## config.mk

```make
export PLATFORM = sky130hd
export DESIGN_NAME = st2mm_vdm_rx_buf_flat
export DESIGN_NICKNAME = d
export VERILOG_FILES = /design/src/rtl/st2mm_vdm_rx_buf_if.sv /design/src/rtl/st2mm_vdm_rx_buf.sv /design/src/flat_wrapper.sv
export SDC_FILE = /design/constraint.sdc
export NUM_CORES = 2
export LEC_CHECK = 0
export ABC_CLOCK_PERIOD_IN_PS = 30600
export BUFFER_PORTS_ARGS = -buffer_cell sky130_fd_sc_hd__buf_2
export CAP_MARGIN = 20
export CORE_ASPECT_RATIO = 0.8
export CORE_MARGIN = 2
export CORE_UTILIZATION = 64
export DETAILED_ROUTE_END_ITERATION = 8
export HOLD_SLACK_MARGIN = 0.1
export PLACE_DENSITY = 0.85
export SKIP_LAST_GASP = 1
export SYNTH_ARGS = -nofsm -noshare
export SYNTH_HDL_FRONTEND = slang
export SYNTH_SLANG_ARGS = --single-unit
```

## constraint.sdc

```tcl
create_clock -name clk -period 30.6 [get_ports clk]
set_input_delay 1.53 -clock clk [delete_from_list [all_inputs] [get_ports clk]]
set_output_delay 1.53 -clock clk [all_outputs]
set_load 0.01 [all_outputs]
```

## src/rtl/st2mm_vdm_rx_buf_if.sv

```systemverilog
// AXI-Stream bundle used for the PCIe subsystem VDM streams.
// The sink modport is the receiving side: it drives only tready.
interface pcie_ss_axis_if #(
  parameter int TDATA_WIDTH = 512,
  parameter int TUSER_WIDTH = 10
) ();
  logic                     tvalid;
  logic                     tready;
  logic [TDATA_WIDTH-1:0]   tdata;
  logic [TDATA_WIDTH/8-1:0] tkeep;
  logic                     tlast;
  logic [TUSER_WIDTH-1:0]   tuser_vendor;

  modport sink   (input tvalid, tdata, tkeep, tlast, tuser_vendor, output tready);
  modport source (output tvalid, tdata, tkeep, tlast, tuser_vendor, input tready);
endinterface

```

## src/rtl/st2mm_vdm_rx_buf.sv

```systemverilog
// MCTP-over-PCIe VDM receive buffer.
// Reassembles one message from the UMSG stream, checks the header length
// field against the number of beats actually received, drops bad or
// oversized messages, and holds a good message (header + payload) for
// DW-by-DW readout until the host releases it with pkt_done.
module st2mm_vdm_rx_buf #(
  parameter int TDATA_WIDTH = 512,
  parameter int TUSER_WIDTH = 10,
  parameter int MAX_PLD_DW  = 64
) (
  input  logic                          clk,
  input  logic                          rst_n,
  pcie_ss_axis_if.sink                  rx_st_if,
  output logic                          pkt_valid,
  output logic [127:0]                  pkt_hdr,
  output logic [10:0]                   pkt_len_dw,
  input  logic [$clog2(MAX_PLD_DW)-1:0] rd_addr,
  output logic [31:0]                   rd_data,
  input  logic                          pkt_done,
  output logic [15:0]                   rx_cnt,
  output logic [15:0]                   drop_cnt
);

  localparam int          AW      = $clog2(MAX_PLD_DW);
  localparam logic [10:0] MAX_LEN = 11'(MAX_PLD_DW);

  typedef enum logic [1:0] {IDLE, RECV, DROP, HOLD} state_t;

  state_t      state;
  state_t      state_nxt;
  logic        ready;
  logic        beat_acc;
  logic        drop_evt;
  logic        hold_entry;
  logic [10:0] sop_len;
  logic [10:0] sop_exp;
  logic [10:0] exp_beats;
  logic [10:0] beat_cnt;
  logic [15:0] wr_base;
  logic [31:0] pld_mem [MAX_PLD_DW];
  logic        unused_bits;

  // Counters stick at all-ones instead of wrapping.
  function automatic logic [15:0] sat_inc(input logic [15:0] v);
    return (v == 16'hFFFF) ? v : v + 16'd1;
  endfunction

  // Beats needed for a payload of len DW: 8 DW ride with the header,
  // 16 DW on every following beat.
  function automatic logic [10:0] exp_beats_f(input logic [10:0] len);
    if (len <= 11'd8) return 11'd1;
    return 11'd1 + ((len + 11'd7) >> 4);
  endfunction

  // A length field of zero encodes 1024 DW.
  assign sop_len     = (rx_st_if.tdata[9:0] == 10'd0) ? 11'd1024
                                                      : {1'b0, rx_st_if.tdata[9:0]};
  assign sop_exp     = exp_beats_f(sop_len);
  assign beat_acc    = rx_st_if.tvalid & ready;
  assign hold_entry  = (state != HOLD) && (state_nxt == HOLD);
  assign wr_base     = 16'd8 + 16'({beat_cnt - 11'd1, 4'b0000});
  assign rx_st_if.tready = ready;
  // tkeep and tuser_vendor are carried on the bus but the length field alone
  // decides which DW are meaningful.
  assign unused_bits = ^{rx_st_if.tkeep, rx_st_if.tuser_vendor};

  // State register
  always_ff @(posedge clk) begin
    if (!rst_n) state <= IDLE;
    else        state <= state_nxt;
  end

  // Next-state decode and drop detection
  always_comb begin
    state_nxt = state;
    drop_evt  = 1'b0;
    case (state)
      IDLE: if (beat_acc) begin
        if (sop_len > MAX_LEN) begin
          if (rx_st_if.tlast) drop_evt  = 1'b1;
          else                state_nxt = DROP;
        end else if (sop_exp == 11'd1) begin
          // A single-beat message that keeps going is overlong.
          state_nxt = rx_st_if.tlast ? HOLD : DROP;
        end else if (rx_st_if.tlast) begin
          drop_evt = 1'b1;
        end else begin
          state_nxt = RECV;
        end
      end
      RECV: if (beat_acc) begin
        if (beat_cnt == exp_beats - 11'd1) begin
          state_nxt = rx_st_if.tlast ? HOLD : DROP;
        end else if (rx_st_if.tlast) begin
          drop_evt  = 1'b1;
          state_nxt = IDLE;
        end
      end
      DROP: if (beat_acc && rx_st_if.tlast) begin
        drop_evt  = 1'b1;
        state_nxt = IDLE;
      end
      HOLD: if (pkt_done) state_nxt = IDLE;
      default: state_nxt = IDLE;
    endcase
  end

  // Outputs decoded from the registered state only
  always_comb begin
    ready     = (state != HOLD);
    pkt_valid = (state == HOLD);
  end

  // Header/length capture, beat counting, readout register and counters
  always_ff @(posedge clk) begin
    if (!rst_n) begin
      pkt_hdr    <= '0;
      pkt_len_dw <= '0;
      exp_beats  <= '0;
      beat_cnt   <= '0;
      rd_data    <= '0;
      rx_cnt     <= '0;
      drop_cnt   <= '0;
    end else begin
      if (state == IDLE && beat_acc) begin
        pkt_hdr    <= rx_st_if.tdata[127:0];
        pkt_len_dw <= sop_len;
        exp_beats  <= sop_exp;
        beat_cnt   <= 11'd1;
      end else if (state == RECV && beat_acc) begin
        beat_cnt <= beat_cnt + 11'd1;
      end
      if (state == HOLD && 11'(rd_addr) < pkt_len_dw) rd_data <= pld_mem[rd_addr];
      else                                             rd_data <= '0;
      if (hold_entry) rx_cnt   <= sat_inc(rx_cnt);
      if (drop_evt)   drop_cnt <= sat_inc(drop_cnt);
    end
  end

  // Payload buffer writes; contents are not reset
  always_ff @(posedge clk) begin
    if (state == IDLE && beat_acc) begin
      for (int j = 0; j < 8; j++)
        pld_mem[AW'(j)] <= rx_st_if.tdata[256 + 32*j +: 32];
    end else if (state == RECV && beat_acc) begin
      for (int j = 0; j < 16; j++)
        if (int'(wr_base) + j < MAX_PLD_DW)
          pld_mem[AW'(int'(wr_base) + j)] <= rx_st_if.tdata[32*j +: 32];
    end
  end

endmodule
```

## src/flat_wrapper.sv

```systemverilog
// flat-port wrapper written by rule: the top's interface ports become plain ports
module st2mm_vdm_rx_buf_flat 
#(
  parameter int TDATA_WIDTH = 512,
  parameter int TUSER_WIDTH = 10,
  parameter int MAX_PLD_DW  = 64
)
  (clk, rst_n, pkt_valid, pkt_hdr, pkt_len_dw, rd_addr, rd_data, pkt_done, rx_cnt, drop_cnt, rx_st_if_tvalid, rx_st_if_tdata, rx_st_if_tkeep, rx_st_if_tlast, rx_st_if_tuser_vendor, rx_st_if_tready);
  pcie_ss_axis_if #(.TDATA_WIDTH(TDATA_WIDTH), .TUSER_WIDTH(TUSER_WIDTH)) rx_st_if_i ();
  input  logic clk;
  input  logic rst_n;
  output logic pkt_valid;
  output logic [127:0] pkt_hdr;
  output logic [10:0] pkt_len_dw;
  input  logic [$clog2(MAX_PLD_DW)-1:0] rd_addr;
  output logic [31:0] rd_data;
  input  logic pkt_done;
  output logic [15:0] rx_cnt;
  output logic [15:0] drop_cnt;
  input wire logic [$bits(rx_st_if_i.tvalid)-1:0] rx_st_if_tvalid;
  input wire logic [$bits(rx_st_if_i.tdata)-1:0] rx_st_if_tdata;
  input wire logic [$bits(rx_st_if_i.tkeep)-1:0] rx_st_if_tkeep;
  input wire logic [$bits(rx_st_if_i.tlast)-1:0] rx_st_if_tlast;
  input wire logic [$bits(rx_st_if_i.tuser_vendor)-1:0] rx_st_if_tuser_vendor;
  output wire logic [$bits(rx_st_if_i.tready)-1:0] rx_st_if_tready;
  assign rx_st_if_i.tvalid = rx_st_if_tvalid;
  assign rx_st_if_i.tdata = rx_st_if_tdata;
  assign rx_st_if_i.tkeep = rx_st_if_tkeep;
  assign rx_st_if_i.tlast = rx_st_if_tlast;
  assign rx_st_if_i.tuser_vendor = rx_st_if_tuser_vendor;
  assign rx_st_if_tready = rx_st_if_i.tready;
  st2mm_vdm_rx_buf #(.TDATA_WIDTH(TDATA_WIDTH), .TUSER_WIDTH(TUSER_WIDTH), .MAX_PLD_DW(MAX_PLD_DW)) u_core (.clk(clk), .rst_n(rst_n), .rx_st_if(rx_st_if_i), .pkt_valid(pkt_valid), .pkt_hdr(pkt_hdr), .pkt_len_dw(pkt_len_dw), .rd_addr(rd_addr), .rd_data(rd_data), .pkt_done(pkt_done), .rx_cnt(rx_cnt), .drop_cnt(drop_cnt));
endmodule
```

=== Yosys cells after proc, flatten, opt, wreduce, memory -nomap -nowiden ===
Memories as Yosys holds them, arrays and structs flattened. A register that Yosys moved wholly into a read port is not among the register bits.
Index checks and enable logic that the tools add are counted.

* Output and inout port bits: 205
* Bits in writable memories: 2048
* Register bits after elaboration: 195
* Input bits: 597
* Memories kept: 1

* Reductions and logical operators: 21
* $lt $le $gt $ge: 19
* $add $sub $neg: 23
* Eq/ne operators: 9
* Multiplexer cells: 116
* Bitwise operators: 4

{| class="wikitable"
|+ Memory list
! name !! depth !! bits a word !! rd ports !! clocked after Yosys merged registers in !! wr ports !! line !! source
|-
| u_core.pld_mem || 64 || 32 || 1 || 1 || 16 || st2mm_vdm_rx_buf.sv:40 || <nowiki>logic [31:0] pld_mem [MAX_PLD_DW];</nowiki>
|}

{| class="wikitable"
|+ Operators with widths
! cell !! number
|-
| $lt A32 B8 Y1 const B || 15
|-
| $mux W32 || 8
|-
| $reduce_or A32 Y1 || 8
|-
| $add A16 B4 Y17 const B || 8
|-
| $mux W1 || 85
|-
| $add A16 B3 Y17 const B || 4
|-
| $mux W6 || 8
|-
| $add A16 B2 Y17 const B || 2
|-
| $mux W11 || 3
|-
| $add A16 B1 Y16 const B || 2
|-
| $eq A16 B16 Y1 const B || 2
|-
| $sub A11 B1 Y11 const B || 2
|-
| $mux W2 || 10
|-
| $add A16 B1 Y17 const B || 1
|-
| $add A4 B15 Y16 const A || 1
|-
| $lt A16 B7 Y1 const B || 1
|-
| $add A11 B1 Y11 const B || 1
|-
| $add A11 B3 Y11 const B || 1
|-
| $eq A11 B1 Y1 const B || 1
|-
| $eq A11 B11 Y1 || 1
|-
| $gt A11 B7 Y1 const B || 1
|-
| $le A11 B4 Y1 const B || 1
|-
| $lt A6 B11 Y1 || 1
|-
| $logic_not A10 Y1 || 1
|-
| other kinds (14) || 24
|}

=== Longest topological paths before layout ===
* Depth in word-level cells: 13
* Depth in mapped cells: 14

=== Worst setup path before layout ===
Ideal clock, no wire load.

* Path kind: input-to-reg
* Start: input port rx_st_if_tvalid
* End: memory u_core.pld_mem[57][0], enable pin
* Data arrival time: 17.950 ns
* Path slack: 11.567 ns
* Library setup time: 1.082 ns
* Data required time: 29.518 ns
* Stages: 6
* Cell sequence: nor2b_1 and2_1 clkbuf_1 nand2_1 or4_1 nor3_1

{| class="wikitable"
|+ RTL lines
! element !! line !! source
|-
| start, declared || flat_wrapper.sv:20 || <nowiki>input wire logic [$bits(rx_st_if_i.tvalid)-1:0] rx_st_if_tvalid;</nowiki>
|-
| end, declared || st2mm_vdm_rx_buf.sv:40 ||
|}

==> impl_metrics.env <==
export IMPL_drcViolationCount=0
export IMPL_wl_per_cell_um=32.5
export IMPL_syn_inst=4007
export IMPL_slew_viol_final=0
export IMPL_hp_class="flip-flop to flip-flop"
export IMPL_yosysTopAreaCellShare=0.711
export IMPL_rows=120
export IMPL_path_cells="buf_2 > nor2b_1 > and2_1 > nand2_1 > or4_1 > a211oi_1 > nand2_1 > nand2_4 > buf_4 > buf_4 > buf_4 > buf_4"
export IMPL_slowest_stage="buf_4"
export IMPL_ys_seq_area_frac=0.763
export IMPL_port_buffers=727
export IMPL_leakagePower_nw=32.9
export IMPL_crit_top_cell="buf_4"
export IMPL_cts_hold_buf=0
export IMPL_drv_cap=0
export IMPL_syn_cell_area_um2=86500
export IMPL_yosysTopAreaCell="edfxtp_1"
export IMPL_die_w_um=415
export IMPL_grt_total_usage=0.321
export IMPL_dpl_hpwl_um=132000
export IMPL_grt_first_pass_wirelength_um=318000
export IMPL_cts_buffer_depth=3
export IMPL_route_antenna_remaining_nets=0
export IMPL_cts_setup_buffers=0
export IMPL_r2r_setup_slack_ps=24150
export IMPL_register_area_um2=66000
export IMPL_synth_nets=4619
export IMPL_worst_ep_arrival_time_ps=7420
export IMPL_powerDensity_nw_per_um2=64.1
export IMPL_critPathCaptureType="flip-flop"
export IMPL_startpoint_type="input port"
export IMPL_clk_pin_slew_ps=60
export IMPL_num_nets_final=5382
export IMPL_status="complete, no violations"
export IMPL_fmax_mhz=143
export IMPL_worstPathRequired_ps=31050
export IMPL_antenna_found_initial=92
export IMPL_hp_start="u_core.pkt_hdr[77]$_SDFFE_PN0P_"
export IMPL_cts_tree="built"
export IMPL_path_class="input port to flip-flop"
export IMPL_r2r_end="u_core.pld_mem[2][24]$_DFFE_PP_"
export IMPL_clk_latency_ps=840
export IMPL_grt_ovfl_total=0
export IMPL_die_area_um2=138000
export IMPL_cts_resized=0
export IMPL_layout_drive_gt1_share=0.361
export IMPL_ys_types=70
export IMPL_synth_area_per_cell_um2=21.6
export IMPL_ff2ff_path_depth=12
export IMPL_synth_top_cells_by_area="edfxtp_1, mux4_2, dfxtp_1, nand2_1, a21oi_1"
export IMPL_area_growth_synth_to_final_pct=14.3
export IMPL_hold_viol_final=0
export IMPL_path_max_fanout=73
export IMPL_fin_skew_ps=34.9
export IMPL_io_pins=802
export IMPL_wl_um=220000
export IMPL_via_per_inst=6.64
export IMPL_reg2reg_from="u_core.beat_cnt[0]$_SDFFE_PN0P_"
export IMPL_grt_max_degree=155
export IMPL_multi_input_area_um2=19600
export IMPL_ir_drop_uv=58.5
export IMPL_setup_viol=0
export IMPL_tns_ps=0
export IMPL_utilization=0.738
export IMPL_ys_warn_count=0
export IMPL_max_stage_delay_ps=910
export IMPL_vias=45032
export IMPL_synth_edf_count=2048
export IMPL_whs_endpoint="u_core.pkt_hdr[77]$_SDFFE_PN0P_"
export IMPL_gp_congestion=0.869
export IMPL_rsz0062_at_grt="no"
export IMPL_cts_root_buf="clkbuf_16"
export IMPL_whs_path_depth=2
export IMPL_critPathLaunch="rx_st_if_tvalid"
export IMPL_total_power_mw=6.34
export IMPL_drtIter0Drc=5566
export IMPL_final_min_clock_period_ps=6970
export IMPL_grt_pass1_vias=46371
export IMPL_h_tree_depth=4
export IMPL_cts_sinks=2272
export IMPL_fillers=7151
export IMPL_fp_coreArea_um2=134000
export IMPL_maxSlewHeadroom=0.257
export IMPL_synth_async_reset_ratio=0
export IMPL_drt_pass1_iterations=6
export IMPL_die_h_um=333
export IMPL_tightest_slew_ps=1110
export IMPL_synth_flop_cell="edfxtp_1"
export IMPL_cts_buffers=199
export IMPL_min_period_over_period=0.228
export IMPL_ys_seq_elements=2272
export IMPL_start_util=0.646
-- cell families (layout without fill, tap and decap cells) --
family / count (synthesis) / in the layout / synth area share
fa+ha+maj: 15 / 15 / 0.00217
xor+xnor: 24 / 24 / 0.00243
buf+inv: 240 / 1172 / 0.0111
simple gates: 536 / 536 / 0.0289
flops: 2272 / 2272 / 0.763
other cells: 0 / 76 / 0
compound gates: 229 / 229 / 0.0155
mux: 691 / 691 / 0.177
-- synthesized netlist by cell type, types with 10 or more instances --
library cell / number
buf_1: 62
and2_1: 13
dfxtp_1: 224
mux2i_1: 20
mux4_2: 671
nand2b_1: 16
inv_1: 17
edfxtp_1: 2048
nand4_1: 14
nor2b_1: 37
clkbuf_1: 150
a211oi_1: 11
nand3_1: 23
o21ai_0: 14
and3_1: 16
or3_1: 10
a21oi_1: 158
xnor2_1: 17
ha_1: 15
nand2_1: 323
nor3_1: 11
nor2_1: 33
-- cells in the final DEF, fill, tap and decap left out, types with 45 or more instances in the layout --
cell,count
dfxtp_1,224
mux4_2,671
nand2_1,321
clkbuf_16,203
edfxtp_1,2048
clkbuf_1,45
diode_2,76
a21oi_1,158
buf_4,49
buf_2,722
-- sequential cells by signal, indices dropped and copies added, names as in the netlist --
| signal | count |
|---|---|
| u_core.pkt_hdr | 128 |
| u_core.rx_cnt | 16 |
| u_core.state | 2 |
| u_core.pkt_len_dw | 11 |
| u_core.rd_data | 32 |
| u_core.beat_cnt | 11 |
| u_core.exp_beats | 8 |
| u_core.pld_mem | 2048 |
| u_core.drop_cnt | 16 |
-- worst max-delay path, delay by kind of cell --
family                 cells  cell delay, ps
buffers and inverters      5            3320
AO/OA/AOI/OAI              1             490
AND/OR/NAND/NOR            6            1830
-- how the worst max path moves through the flow --
stage,endpoint,slack [ps],cells after the start
floorplan,u_core.pld_mem[57][0]$_DFFE_PP_,11570,6
global placement,u_core.pld_mem[4][23]$_DFFE_PP_,23190,12
detailed placement,u_core.pld_mem[4][23]$_DFFE_PP_,22890,12
CTS,u_core.pld_mem[5][23]$_DFFE_PP_,23740,12
global route,u_core.pld_mem[0][24]$_DFFE_PP_,23330,12
finish,u_core.pld_mem[2][24]$_DFFE_PP_,23630,12
-- cell type report --
type	count	share of cell area
sequential	2272	0.667
multi-input combinational	1495	0.198
clock buffer	266	0.0556
timing repair buffer	784	0.0429
tap	1769	0.0224
clock inverter	104	0.0108
antenna	76	0.00192
inverter	18	0.000734
-- power by group --
group	internal, mW	switching (mW)
clock	1.42	1.12
sequential	3.42	0.0169
combinational	0.156	0.208
-- per-layer routing --
metal | up-vias | global-route usage | share of wire
li1 | 18230 | - | -
met1 | 23383 | 0.400 | 0.34
met2 | 2795 | 0.541 | 0.52
met3 | 580 | 0.0616 | 0.082
met4 | 44 | 0.175 | 0.058
met5 | - | 0 | 0.0012
-- per-stage QoR --
stage	hold WS (ps)	area (µm²)	worst slack, ps	std cells
4_1_cts	453	98600	23740	6704
3_5_place_dp	445	92000	22890	6334
2_1_floorplan	467	86500	11570	4007
6_report	455	98900	23630	6784
5_1_grt	470	98800	23330	6764
3_3_place_gp	440	92000	23190	6334
Power figures use the tool's default switching activity.
